$ cat config.mk
export PLATFORM = sky130hd
export DESIGN_NAME = mp_control
export DESIGN_NICKNAME = d
export VERILOG_FILES = /design/src/rtl/mp_pkg.sv /design/src/rtl/mp_decode.sv /design/src/rtl/mp_control.sv
export SDC_FILE = /design/constraint.sdc
export NUM_CORES = 1
export LEC_CHECK = 0
export CAP_MARGIN = 20
export CORE_ASPECT_RATIO = 0.75
export CORE_MARGIN = 10
export CORE_UTILIZATION = 47
export DETAILED_ROUTE_END_ITERATION = 16
export HOLD_SLACK_MARGIN = 0.02
export PLACE_DENSITY_LB_ADDON = 0.3
export SYNTH_ARGS = -nofsm -noshare
export SYNTH_HDL_FRONTEND = slang
export SYNTH_SLANG_ARGS = --single-unit
$ cat constraint.sdc
create_clock -name clk -period 2.61 [get_ports clk]
set_clock_uncertainty 0.15 [all_clocks]
set_input_delay 0.3915 -clock clk [delete_from_list [all_inputs] [get_ports clk]]
set_output_delay 0.3915 -clock clk [all_outputs]
set_load 0.01 [all_outputs]
$ cat src/rtl/mp_pkg.sv
// Shared types and constants for the 8-bit multi-cycle sequencer.
// Opcode and state encodings plus the datapath width.
package mp_pkg;

  localparam int W = 8;

  typedef enum logic [1:0] {
    OP_ADD = 2'b00,
    OP_LW  = 2'b01,
    OP_SW  = 2'b10,
    OP_J   = 2'b11
  } op_t;

  typedef enum logic [2:0] {
    S_IDLE,
    S_FETCH,
    S_DECODE,
    S_EXEC,
    S_MEM,
    S_WB
  } state_t;

endpackage

$ cat src/rtl/mp_decode.sv
// Combinational instruction field decoder.
// Splits IR into opcode, register fields and sign-extended immediates.
module mp_decode
  import mp_pkg::*;
(
  input  logic [W-1:0] ir,
  output op_t          op,
  output logic [1:0]   rs,
  output logic [1:0]   rt,
  output logic [1:0]   rd,
  output logic [W-1:0] imm_ext,
  output logic [W-1:0] jmp_ext
);

  assign op      = op_t'(ir[7:6]);
  assign rs      = ir[5:4];
  assign rt      = ir[3:2];
  assign rd      = ir[1:0];
  assign imm_ext = {{(W-2){ir[1]}}, ir[1:0]};
  assign jmp_ext = {{(W-6){ir[5]}}, ir[5:0]};

endmodule

$ cat src/rtl/mp_control.sv
// Multi-cycle fetch/decode/exec/mem/wb sequencer for the 8-bit CPU.
// Owns PC and IR; talks to both memories over req/ack handshakes.
module mp_control
  import mp_pkg::*;
#(
  parameter logic [7:0] PC_RESET = 8'h00
) (
  input  logic         clk,
  input  logic         rst_n,
  input  logic         run,
  output logic         imem_req,
  output logic [W-1:0] imem_addr,
  input  logic         imem_ack,
  input  logic [W-1:0] imem_data,
  output logic [1:0]   rs_addr,
  output logic [1:0]   rt_addr,
  output logic [1:0]   rd_addr,
  output logic         reg_we,
  output logic         wb_sel,
  output logic         alu_op,
  output logic         alu_b_sel,
  output logic [W-1:0] imm_ext,
  input  logic [W-1:0] alu_result,
  output logic [W-1:0] dmem_addr,
  output logic         dmem_req,
  output logic         dmem_we,
  input  logic         dmem_ack,
  output logic         busy,
  output logic [W-1:0] retired
);

  state_t       state, next;
  logic [W-1:0] pc, ir;
  logic [W-1:0] jmp_ext;
  logic [1:0]   rd;
  op_t          op;
  logic         retire;

  mp_decode u_decode (
    .ir      (ir),
    .op      (op),
    .rs      (rs_addr),
    .rt      (rt_addr),
    .rd      (rd),
    .imm_ext (imm_ext),
    .jmp_ext (jmp_ext)
  );

  assign imem_addr = pc;
  assign busy      = (state != S_IDLE);

  always_comb begin
    next   = state;
    retire = 1'b0;
    unique case (state)
      S_IDLE:   if (run) next = S_FETCH;
      S_FETCH:  if (imem_ack) next = S_DECODE;
      S_DECODE: next = S_EXEC;
      S_EXEC: begin
        unique case (op)
          OP_ADD:       next = S_WB;
          OP_LW, OP_SW: next = S_MEM;
          default:      retire = 1'b1;
        endcase
      end
      S_MEM: begin
        if (dmem_ack) begin
          if (op == OP_LW) next = S_WB;
          else retire = 1'b1;
        end
      end
      S_WB:    retire = 1'b1;
      default: next = S_IDLE;
    endcase
    // run is only honoured at instruction boundaries
    if (retire) next = run ? S_FETCH : S_IDLE;
  end

  always_comb begin
    alu_op    = 1'b0;
    alu_b_sel = 1'b0;
    reg_we    = 1'b0;
    wb_sel    = 1'b0;
    rd_addr   = '0;
    unique case (1'b1)
      (state == S_EXEC): begin
        alu_op    = (op != OP_J);
        alu_b_sel = (op == OP_LW) || (op == OP_SW);
      end
      (state == S_WB): begin
        reg_we  = 1'b1;
        wb_sel  = (op == OP_LW);
        rd_addr = (op == OP_LW) ? rt_addr : rd;
      end
      default: ;
    endcase
  end

  always_ff @(posedge clk or negedge rst_n) begin
    if (!rst_n) begin
      state     <= S_IDLE;
      pc        <= PC_RESET;
      ir        <= '0;
      retired   <= '0;
      dmem_addr <= '0;
      imem_req  <= 1'b0;
      dmem_req  <= 1'b0;
      dmem_we   <= 1'b0;
    end else begin
      state    <= next;
      imem_req <= (next == S_FETCH);
      dmem_req <= (next == S_MEM);
      dmem_we  <= (next == S_MEM) && (op == OP_SW);
      if (state == S_FETCH && imem_ack) begin
        ir <= imem_data;
        pc <= pc + 8'd1;
      end
      if (state == S_EXEC) begin
        dmem_addr <= alu_result;
        if (op == OP_J) pc <= pc + jmp_ext;
      end
      if (retire) retired <= retired + 8'd1;
    end
  end

endmodule
==> results of run 1 <==
cells in the final DEF (no fill, tap or decap), drive strengths merged, types with 2 or more instances in the layout:
cell,count
nand4,5
a21oi,9
clkdlybuf4s50,65
nor4,2
ha,14
xor2,6
or3,3
a21o,3
dfrtp,38
o31ai,2
mux2i,4
nand3,2
o21a,3
mux2,15
nand2,16
inv,7
nor2b,4
o21ai,8
buf,6
a211oi,2
nor2,15
xnor2,11
clkbuf,7
and3,4
power groups by stage:
stage	registers [mW]	clock network, mW	logic, mW
2_1_floorplan	1.15	0	1.31
3_3_place_gp	1.17	0	2.05
3_5_place_dp	1.18	0	2.07
4_1_cts	1.17	0.431	2.08
5_1_grt	1.22	0.451	2.27
6_report	1.17	0.411	2.06
flip-flops by register name, summed over array words and instances, names as in the netlist:
name and count:
retired 8, dmem_req 1, dmem_we 1, imem_req 1, imem_addr 8, ir 8, state 3, dmem_addr 8
metal layers:
| metal | GRT usage [%] | share of wire (%) | routed length, µm | vias up |
|---|---|---|---|---|
| met2 | 18.6 | 41 | 2140 | 71 |
| li1 | - | - | - | 830 |
| met5 | 0 | 0 | 0 | - |
| met4 | 4.29 | 0.99 | 52 | 0 |
| met1 | 17.7 | 46 | 2410 | 811 |
| met3 | 5.97 | 12 | 643 | 7 |
metrics by stage:
stage                     worst slack [ns]  instances  hold WS [ns]  instance area, µm²
final                                0.144        324        0.0519                2930
after global placement               0.407        316         0.310                2840
after global routing                0.0102        324         0.109                2930
after floorplan                      0.566        207       -0.0541                2210
after detailed placement             0.360        316         0.317                2840
after CTS                            0.125        324        0.0811                2930
area by class of cell:
class	instances	area, µm²
clock inverters	1	5.00
flip-flops and latches	38	951
well taps	57	71.3
clock buffers	7	86.3
multi-input cells	143	1100
fillers	375	1560
repair buffers	71	693
inverters	7	26.3
worst min path at each step:
stage / from / end / slack [ns] / depth (start not counted)
final: rst_n / imem_req / 0.05 / 1
after CTS: rst_n / state[2] / 0.08 / 1
after global placement: retired[7] / retired[7] / 0.31 / 1
after detailed placement: retired[7] / retired[7] / 0.32 / 1
after global routing: rst_n / imem_req / 0.11 / 1
after floorplan: rst_n / dmem_addr[0] / -0.05 / 0
kinds of logic after synthesis:
family | after synthesis
AOI/OAI and AO/OA | 33
xor gates and xnor gates | 17
muxes | 19
and+or+nand+nor | 59
buffers and inverters | 26
adders and majority gates | 15
DFF | 38
==> results by group, run 1 <==
Timing
  – Worst-margin pin slew: 0.838 ns
  – Period minus WS final: 2.47 ns
  – Hold Violations, Final: 0
  – Setup Viol. Count Final: 0
  – Max-slew headroom: 44.1%
  – Slew Viols, Final: 0
  – RSZ-0062 raised after global routing: no
  – Setup TNS: 0 ns
  – Max frequency: 0.406 GHz
  – Tcrit/Tclk final: 94.5%

Yosys
  – Synth top area share: 43.1%
  – Area contributors post-synth: dfrtp_1 (43%), ha_1 (7.9%), mux2_2 (7.1%)
  – Ys flop type: dfrtp_1
  – Sequential share of the synthesized area: 43.1%
  – Synth Cell Area: 0.00221 mm²
  – EDFF count, synth: 0
  – Syn Area/Cell: 10.7 µm²
  – Largest area contributor in the netlist: dfrtp_1
  – Syn nets: 243
  – Yosys warns: 0
  – Synth Area in Compound Gates: 9.52%
  – Simple-gate share of the synthesized area: 14.2%
  – Post-Synthesis Cells: 207
  – Count leader, synth: dfrtp_1
  – Combinational family with the most area after synthesis: simple AND/OR/NAND/NOR gates
  – Synthesis-stage register bit count: 38
  – Top cells by count, synth: dfrtp_1 (38), nand2_1 (16), nor2_1 (15), ha_1 (14), mux2_2 (14)
  – Multiplexer share of the synthesized area: 9.64%
  – XOR/XNOR Fraction of Synth Area: 6.75%
  – Cell variety after synth: 42
  – Asr flop ratio synth: 100%
  – Adder-cell share of the synthesized area: 8.84%

CTS
  – Clk buf depth: 2
  – Worst-Skew Late Latency: 0.28 ns
  – CTS hold repair buffers: 0
  – Clock sinks: 38
  – CTS Buf Count: 5
  – CTS tree: done
  – Clock-pin slew on the worst setup and hold paths: 0.07 ns
  – Setup bufs post-CTS: 0
  – H-tree Lvls: 2
  – Root buffer cell: clkbuf_8
  – CTS resizes: 0

Route
  – Vias per cell: 5.31
  – Drt total wl: 5250 µm
  – Initial DRC Count: 137
  – Post-route DRC: 0
  – Post-DRT Antenna Nets: 0
  – Avg WL per Cell: 16.2 µm
  – TritonRoute pass-1 iters: 4
  – Vias: 1,719

Worst setup path
  – Ordered cell list for the critical path: nor2b_4 > nand2_1 > nor2_1 > clkdlybuf4s50_1
  – Critical path class: reg -> out
  – Crit path buf inv count: 1
  – Worst EP arrival: 1.92 ns
  – FF-to-FF Start: ir[1]
  – R2R Setup Slk: 0.37 ns
  – CP max FO: 10
  – Crit end category: primary output
  – CP max stage delay: 0.56 ns
  – Crit path capture: rd_addr[0]
  – Critical Path Source Type: flip-flop
  – Crit path max-delay cell type: clkdlybuf4s50_1
  – Reg2Reg Depth: 7
  – CP Depth: 4
  – Worst setup path start: state[2]
  – CP required: 2.07 ns
  – Worst r2r dst: imem_addr[7]
  – Crit path max-delay family: buffers and inverters

Final layout
  – N_diodes: 0
  – P&R area growth vs syn: 32.7%
  – Total Nets Final: 302
  – Proportion of layout cells with a drive suffix above 1: 12.4%
  – Final Core Density: 65.2%

Hold path
  – Worst hold path class: in -> async

Pwr
  – Clk pwr share: 11.3%
  – Logic pwr share: 56.6%
  – Pwr per Cell Area: 1240 mW/mm²
  – Pint: 2.20 mW
  – Net Sw Frac: 39.5%
  – Peak supply drop: 0.654 mV
  – Reg power frac: 32.1%
  – Leakage: 1.27 nW
  – Psw: 1.44 mW
  – Total power: 3.64 mW

Floorplan
  – Die Wd: 99.1 µm
  – Num rows: 21
  – Die H: 79.3 µm
  – Starting Density: 49.1%
  – Full die area: 0.00787 mm²
  – Core box area: 0.00449 mm²
  – Ports: 67

Run status
  – Run status: finished, final reports clean

Global route
  – Vias in the first global route: 1,662
  – Largest net degree at the start of global routing: 39
  – First-pass GRT wire length: 8480 µm
  – Initial antenna violation count: 0
  – Grt ovf: 0
  – Gr usage total: 13.3%

Placed design
  – I/O Buffers: 66
  – Global placement routability congestion: 0.840
  – DP HPWL: 4140 µm

Run
  – Max-cap violation count: 0
Note: power is estimated with default switching activity, not from simulation.
==> run 2, diff against run 1 <==
==> constraint.sdc (replaced) <==
create_clock -name clk -period 2.3 [get_ports clk]
set_clock_uncertainty 0.15 [all_clocks]
set_input_delay 0.345 -clock clk [delete_from_list [all_inputs] [get_ports clk]]
set_output_delay 0.345 -clock clk [all_outputs]
set_load 0.01 [all_outputs]
==> results by group, run 2 (same netlist as run 1, synthesis figures left out) <==
Run status
  – Run status: finished, final reports clean (unchanged)

Final layout
  – Layout Cells excl Fill: 332 (was 324)
  – Proportion of layout cells with a drive suffix above 1: 16.4% (was 12.4%)
  – Commonest non-fill, non-tap cell in the layout: clkdlybuf4s50_1 (unchanged)
  – N_diodes: 0 (unchanged)
  – Total Nets Final: 311 (was 302)
  – P&R area growth vs syn: 36.1% (was 32.7%)
  – Most frequent cells in the layout: clkdlybuf4s50_1 (60), dfrtp_1 (37), nand2_1 (16) (was clkdlybuf4s50_1 (65), dfrtp_1 (38), nand2_1 (16))
  – Design area: 0.00300 mm² (was 0.00293 mm²)

Route
  – Post-route DRC: 0 (unchanged)
  – Vias per cell: 5.21 (was 5.31)
  – Drt total wl: 5380 µm (was 5250 µm)
  – TritonRoute pass-1 iters: 4 (unchanged)
  – Vias: 1,729 (was 1,719)
  – Initial DRC Count: 76 (was 137)
  – Post-DRT Antenna Nets: 0 (unchanged)
  – Avg WL per Cell: 16.2 µm (about the same)

Timing
  – Max-slew headroom: 43.5% (was 44.1%)
  – Max frequency: 0.453 GHz
  – Setup Viol. Count Final: 0 (unchanged)
  – Slew Viols, Final: 0 (unchanged)
  – Setup TNS: 0 ns (unchanged)
  – RSZ-0062 raised after global routing: no (unchanged)
  – Period minus WS final: 2.21 ns
  – Hold slack final: 0.0127 ns (was 0.0519 ns)
  – Worst-margin pin slew: 0.847 ns (was 0.838 ns)
  – Hold Violations, Final: 0 (unchanged)
  – Tcrit/Tclk final: 95.9%

Placed design
  – Placed inst area: 0.00288 mm² (was 0.00284 mm²)
  – I/O Buffers: 66 (unchanged)
  – DP HPWL: 4180 µm (was 4140 µm)
  – Global placement routability congestion: 0.880 (was 0.840)
  – Inst Count DP: 322 (was 316)

Pwr
  – Peak supply drop: 0.653 mV (was 0.654 mV)
  – Clk pwr share: 10.1% (was 11.3%)
  – Reg power frac: 29.8% (was 32.1%)
  – Total power: 4.23 mW (was 3.64 mW)
  – Pwr per Cell Area: 1410 mW/mm² (was 1240 mW/mm²)
  – Net Sw Frac: 39.2% (was 39.5%)
  – Pint: 2.57 mW (was 2.20 mW)
  – Psw: 1.66 mW (was 1.44 mW)
  – Logic pwr share: 60.1% (was 56.6%)
  – Leakage: 1.37 nW (was 1.27 nW)

Worst setup path
  – Critical path class: reg -> out (unchanged)
  – Worst r2r dst: dmem_we (was imem_addr[7])
  – CP max FO: 6 (was 10)
  – Reg2Reg Depth: 7 (unchanged)
  – Crit end category: primary output (unchanged)
  – Crit path capture: alu_b_sel (was rd_addr[0])
  – R2R Setup Slk: 0.12 ns (was 0.37 ns)
  – Worst setup path start: state[1] (was state[2])
  – Critical Path Source Type: flip-flop (unchanged)
  – FF-to-FF Start: ir[6] (was ir[1])
  – CP required: 1.80 ns (was 2.07 ns)
  – Worst EP arrival: 1.71 ns (was 1.92 ns)

Floorplan
  – Starting Density: 49.1% (unchanged)
  – Num rows: 21 (unchanged)
  – Full die area: 0.00787 mm² (unchanged)
  – Die H: 79.3 µm (unchanged)
  – Die Wd: 99.1 µm (unchanged)
  – Core box area: 0.00449 mm² (unchanged)
  – Ports: 67 (unchanged)

Hold path
  – Worst hold path class: in -> async (unchanged)

CTS
  – CTS Buf Count: 5 (unchanged)
  – Worst-Skew Late Latency: 0.29 ns (was 0.28 ns)
  – CTS tree: done (unchanged)
  – Clk buf depth: 2 (unchanged)
  – Clock-pin slew on the worst setup and hold paths: 0.07 ns (about the same)
  – CTS hold repair buffers: 0 (unchanged)
  – H-tree Lvls: 2 (unchanged)
  – Root buffer cell: clkbuf_8 (unchanged)
  – Clock sinks: 38 (unchanged)

Global route
  – First-pass GRT wire length: 8840 µm (was 8480 µm)
  – Gr usage total: 13.7% (was 13.3%)
  – Grt ovf: 0 (unchanged)
  – Largest net degree at the start of global routing: 39 (unchanged)
  – Initial antenna violation count: 0 (unchanged)
  – Vias in the first global route: 1,730 (was 1,662)

Run
  – Max-cap violation count: 0 (unchanged)
## run 2: cell type report
cell class	count	area [µm²]
inverters	7	26.3
well taps	57	71.3
fillers	342	1490
repair buffers	80	769
flip-flops and latches	38	952
clock buffers	5	68.8
multi-input cells	143	1110
clock inverters	2	10.0
## run 2: stage by stage
step,utilization (%),worst slack (ns)
detailed placement,64.2,0.133
global placement,64.2,0.175
CTS,66.0,0.0142
floorplan,-,0.256
global route,66.9,0.00156
finish,66.9,0.0941
## run 2: power by group through the flow
stage                     Combinational [mW]  Sequential, mW  Clock (mW)
after floorplan                         1.48            1.31           0
after global placement                  2.47            1.26           0
after detailed placement                2.51            1.27           0
after CTS                               2.53            1.26       0.441
after global routing                    2.81            1.31       0.469
final                                   2.54            1.26       0.429
## run 2: worst min-delay path by stage
stage / startpoint / slack [ns] / cells after the start / endpoint
2_1_floorplan: rst_n / -0.10 / 0 / dmem_addr[0]
3_3_place_gp: retired[7] / 0.31 / 1 / retired[7]
3_5_place_dp: retired[7] / 0.32 / 1 / retired[7]
4_1_cts: rst_n / 0.05 / 1 / state[2]
5_1_grt: rst_n / 0.07 / 1 / dmem_req
6_report: rst_n / 0.01 / 1 / state[2]
## run 2: critical path, cell delays in order (launching register included)
cell             delay, ns
dfrtp_2               0.45
nor2b_4               0.17
buf_4                 0.12
and3_1                0.15
clkdlybuf4s50_1       0.54
## run 2: what timing repair did
action,4_1_cts,5_1_grt
gates resized for setup,4,5
buffers inserted,0,3
endpoints found under the setup margin,5,5
## run 2: per-layer routing
metal | global-route usage, % | up-vias | share of wire (%)
met3 | 5.80 | 9 | 9.4
met4 | 4.57 | 0 | 1.3
met1 | 18.3 | 814 | 48
met2 | 19.2 | 63 | 42
met5 | 0 | - | 0
li1 | - | 843 | -
